File: config.mk
export PLATFORM = sky130hd
export DESIGN_NAME = wb_display_feeder
export DESIGN_NICKNAME = d
export VERILOG_FILES = /design/src/rtl/wb_display_feeder.sv
export SDC_FILE = /design/constraint.sdc
export NUM_CORES = 1
export LEC_CHECK = 0
export BUFFER_PORTS_ARGS = -buffer_cell sky130_fd_sc_hd__buf_2
export CAP_MARGIN = 15
export CORE_ASPECT_RATIO = 1.4
export CORE_UTILIZATION = 52
export DETAILED_ROUTE_END_ITERATION = 7
export MAX_ROUTING_LAYER = met4
export PLACE_DENSITY_LB_ADDON = 0.1
export SYNTH_ARGS = -nofsm -noshare
export SYNTH_HDL_FRONTEND = slang
export SYNTH_SLANG_ARGS = --single-unit
File: constraint.sdc
create_clock -name fpga_clk -period 2.4 [get_ports fpga_clk]
set_clock_uncertainty 0.1 [all_clocks]
set_input_delay 0.24 -clock fpga_clk [delete_from_list [all_inputs] [get_ports fpga_clk]]
set_output_delay 0.24 -clock fpga_clk [all_outputs]
set_load 0.01 [all_outputs]
File: src/rtl/wb_display_feeder.sv
// Shadows one writeback register, the retired-instruction count and the last PC,
// and feeds the selected value to a display, holding each shown value for HOLD_CYCLES.
module wb_display_feeder #(
    parameter int TARGET_REG  = 19,
    parameter int HOLD_CYCLES = 25_000_000
) (
    input  logic        fpga_clk,
    input  logic        fpga_rst,
    input  logic        debug_wb_have_inst,
    input  logic [31:0] debug_wb_pc,
    input  logic        debug_wb_ena,
    input  logic [4:0]  debug_wb_reg,
    input  logic [31:0] debug_wb_value,
    input  logic [1:0]  disp_sel,
    output logic [31:0] disp_data,
    output logic        disp_upd,
    output logic        hold_busy
);

    localparam int              CNT_W     = $clog2(HOLD_CYCLES) + 1;
    localparam logic [CNT_W-1:0] HOLD_LOAD = CNT_W'(HOLD_CYCLES - 1);
    localparam logic [4:0]       TGT_IDX   = 5'(TARGET_REG);

    typedef enum logic {IDLE, HOLD} state_t;

    state_t           state_q;
    logic [31:0]      shadow_q, retired_q, last_pc_q, disp_data_q;
    logic             disp_upd_q, busy_q;
    logic [CNT_W-1:0] hold_cnt_q;
    logic [31:0]      cand_d;
    logic             shadow_we_d;

    // x0 is hardwired to zero, so a write to it never reaches the shadow.
    assign shadow_we_d = debug_wb_ena && (debug_wb_reg == TGT_IDX) && (debug_wb_reg != 5'd0);

    always_ff @(posedge fpga_clk or negedge fpga_rst) begin
        if (!fpga_rst) begin
            shadow_q  <= 32'd0;
            retired_q <= 32'd0;
            last_pc_q <= 32'd0;
        end else begin
            if (shadow_we_d) begin
                shadow_q <= debug_wb_value;
            end
            if (debug_wb_have_inst) begin
                retired_q <= retired_q + 32'd1;
                last_pc_q <= debug_wb_pc;
            end
        end
    end

    always_comb begin
        cand_d = shadow_q;
        case (disp_sel)
            2'd1:    cand_d = retired_q;
            2'd2:    cand_d = last_pc_q;
            default: cand_d = shadow_q;
        endcase
    end

    // Sources keep updating during HOLD; the first IDLE cycle picks up the latest value.
    always_ff @(posedge fpga_clk or negedge fpga_rst) begin
        if (!fpga_rst) begin
            state_q     <= IDLE;
            disp_data_q <= 32'd0;
            disp_upd_q  <= 1'b0;
            busy_q      <= 1'b0;
            hold_cnt_q  <= '0;
        end else begin
            case (state_q)
                IDLE: begin
                    if (cand_d != disp_data_q) begin
                        disp_data_q <= cand_d;
                        disp_upd_q  <= 1'b1;
                        busy_q      <= 1'b1;
                        hold_cnt_q  <= HOLD_LOAD;
                        state_q     <= HOLD;
                    end else begin
                        disp_upd_q  <= 1'b0;
                    end
                end
                HOLD: begin
                    disp_upd_q <= 1'b0;
                    if (hold_cnt_q == '0) begin
                        busy_q  <= 1'b0;
                        state_q <= IDLE;
                    end else begin
                        hold_cnt_q <= hold_cnt_q - 1'b1;
                    end
                end
                default: state_q <= IDLE;
            endcase
        end
    end

    assign disp_data = disp_data_q;
    assign disp_upd  = disp_upd_q;
    assign hold_busy = busy_q;

endmodule

==> out/metrics.csv <==
stage,metric,value,unit
outcome,status,"complete, but fails checks",
outcome,failing checks,setup timing,
final_layout,# nets final,1087,
drt,WL final,24.0,mm
global_routing,initial antenna violation count,0,
worst_setup_path,Setup CP Type,flip-flop to flip-flop,
sta,fin crit share,112,%
power_and_ir_drop,Lkg Pwr,5.08,nW
worst_setup_path,r2r endpoint,hold_cnt_q[14],
sta,worst hold slack,119,ps
logic_synthesis,"count leader, synth",dfrtp_1,
clock_network,CTS tree,done,
worst_setup_path,largest fanout on the critical path,7,
sta,unrepaired setup endpoints after global routing,true,
drt,vias post-DR,7046,
logic_synthesis,Post-Syn Area,0.00793,mm²
clock_network,Worst-path clk slew,60,ps
drt,Via density,5.82,
sta,Sum Neg Setup Slack,-13230,ps
clock_network,Clock Latency Late Sink,430,ps
die,die area,0.0158,mm²
final_layout,share of cells above drive strength 1,42.1,%
logic_synthesis,Yosys warnings,0,
drt,initial drt markers,399,
run,max_cap viols,0,
sta,Max-slew headroom,55.6,%
place,number of port buffers,108,
final_layout,Area Overhead vs Synth,44.6,%
logic_synthesis,"Seq/Total Area, Yosys",49.5,%
die,CORE AREA,0.0150,mm²
drt,Final ANT Viol Nets,0,
die,# IOs,109,
worst_setup_path,RR Startpoint,last_pc_q[9],
sta,final hold viol count,0,
die,# rows,53,
worst_hold_path,Hold Path Origin,debug_wb_have_inst,
worst_setup_path,Critical Path AT,2840,ps
worst_setup_path,CP Launch Type,flip-flop,
sta,worst slew pin tran,666,ps
final_layout,footprint of the multi-input gates,0.00417,mm²
logic_synthesis,Synth top area share,49.5,%
logic_synthesis,largest area contributor in the netlist,dfrtp_1,
logic_synthesis,Syn Inst Count,713,
logic_synthesis,Mean Syn Cell Area,11.1,µm²
power_and_ir_drop,Power Total,0.00754,W
logic_synthesis,Seq cells post-synth,157,
place,GPL Wtd Cong,0.880,
logic_synthesis,asr flop ratio synth,100,%
power_and_ir_drop,PD cells,657,mW/mm²
final_layout,Ant. Diodes,0,
logic_synthesis,"EDFF count, synth",0,
place,Placed Area,0.00967,mm²
sta,Slew Limit Fails,0,
worst_setup_path,Required @ worst endpoint,2560,ps
place,dpl hpwl,16.2,mm
worst_setup_path,Reg2Reg Depth,11,
clock_network,Clock Sinks,157,
drt,drt pass-1 iters,5,
final_layout,post-route cell area,0.0115,mm²
worst_hold_path,hold worst-path end,retired_q[3],
global_routing,maximum number of pins on one net before global-route repair,67,
worst_hold_path,Worst Hold Path Cells,3,
global_routing,GRT Total Usage,31.8,%
final_layout,register area,0.00393,mm²
die,Die Y,148,µm
clock_network,Clock Tree Root,clkbuf_16,
die,Initial Util,52.9,%
sta,crit path time final,2690,ps
clock_network,clk buf depth,2,
drt,Post-route DRC,0,
logic_synthesis,Area contributors post-synth,"dfrtp_1, mux2_2, xnor2_1",
worst_setup_path,CP endpoint kind,flip-flop,
clock_network,H-tree depth,4,
clock_network,TritonCTS buffer count,17,
global_routing,number of global-route vias before repair,7400,
final_layout,Fillers,985,
sta,setup slack after layout,-286,ps
sta,Final setup viols,61,
drt,DR WL/cell,19.8,µm
global_routing,GRT overflow,0,
logic_synthesis,Synth Flop Type,dfrtp_1,
power_and_ir_drop,VDD IR max,0.000601,V
worst_setup_path,worst reg-to-reg setup slack,-290,ps
logic_synthesis,Synth top cells by count,"dfrtp_1, mux2_2, nor2_1, o21ai_0, nor3_1",
final_layout,Layout Utilization,76.6,%
logic_synthesis,"Net Count, Synth",792,
worst_hold_path,hold crit path type,input pin to flip-flop,
global_routing,first-pass GRT wire length,37.2,mm
die,Die Width,106,µm
sta,Max Fclk,372,MHz
logic_synthesis,synth unique cells,48,
## area by class of cell
cell class                 count  share of cell area (%)
multi-input combinational    507                    36.3
sequential                   157                    34.2
timing repair buffer         317                    21.7
clock buffer                  24                    4.37
tap                          192                    2.09
clock inverter                 6                   0.938
inverter                       8                   0.305
## what timing repair did
item / CTS / global route
pin swaps: 7 / 25
buffers inserted: 3 / 11
hold buffers: 65 / 0
resized for setup: 25 / 43
endpoints found under the setup margin: 63 / 64
hold endpoints to repair: 114 / 0
cloned: 3 / 3
## routing by layer
| layer | share of wire, % | global-route usage [%] | vias to the layer above |
|---|---|---|---|
| met5 | 0 | - | - |
| met4 | 3.6 | 11.9 | 0 |
| met3 | 3.7 | 4.95 | 64 |
| met2 | 54 | 56.2 | 193 |
| met1 | 38 | 36.2 | 3535 |
| li1 | - | - | 3254 |
## through the flow
step                      instances  setup slack [ps]
after floorplan                 713              -200
after global placement         1096              -791
after detailed placement       1096              -888
after CTS                      1197              -245
after global routing           1211              -352
final                          1211              -286
## report_power, final
group | switching [W] | internal, W | total [W] | leakage (nW)
combinational | 0.000708 | 0.000856 | 0.00156 | 2.87
sequential | 0.000248 | 0.00292 | 0.00317 | 1.91
clock | 0.00104 | 0.00176 | 0.00281 | 0.298
## critical path: stages (launching register included)
cell      delay (ps)
dfrtp_1          410
a221oi_2         370
buf_4            180
nor3_2            40
a211oi_2         250
buf_4            160
nand4_1          130
nor4_4           270
buf_6            200
buf_8            140
nor2b_1          140
o221ai_1         140
## flip-flops by register name, indices dropped and copies added, names as in the netlist
| name | cells |
|---|---|
| shadow_q | 32 |
| disp_data | 32 |
| hold_busy | 1 |
| state_q | 1 |
| hold_cnt_q | 26 |
| disp_upd | 1 |
| last_pc_q | 32 |
| retired_q | 32 |
## worst max path at each step
stage	from	to	slack (ps)
detailed placement	disp_sel[0]	disp_data[9]	-890
CTS	last_pc_q[9]	hold_cnt_q[14]	-240
global placement	disp_sel[1]	disp_data[5]	-790
global route	disp_sel[0]	hold_cnt_q[12]	-350
floorplan	disp_sel[1]	disp_data[12]	-200
finish	last_pc_q[9]	hold_cnt_q[14]	-290
## layout by cell type (no fill, tap or decap), drive strengths merged, types with 8 or more instances in the layout
cell type / instances
buf: 249
dfrtp: 157
mux2: 77
dlygate4sd3: 65
nor2: 39
o21ai: 37
nor3: 31
xnor2: 30
nand3: 29
clkbuf: 27
nand2: 25
nor2b: 25
o41ai: 20
a221oi: 20
xor2: 19
o21a: 17
and2: 16
nand2b: 15
nand4: 13
a221o: 12
a21o: 12
a211oi: 12
a22oi: 12
inv: 8
## logic make-up after synthesis
kind of cell    count (synthesis)  share of synthesized area [%]
simple gates                  222                           15.2
flops                         157                           49.5
compound gates                154                           14.8
mux                            77                           11.4
buf+inv                        50                           3.09
xor+xnor                       49                           5.41
fa+ha+maj                       4                          0.631
Note: power is estimated with default switching activity, not from simulation.
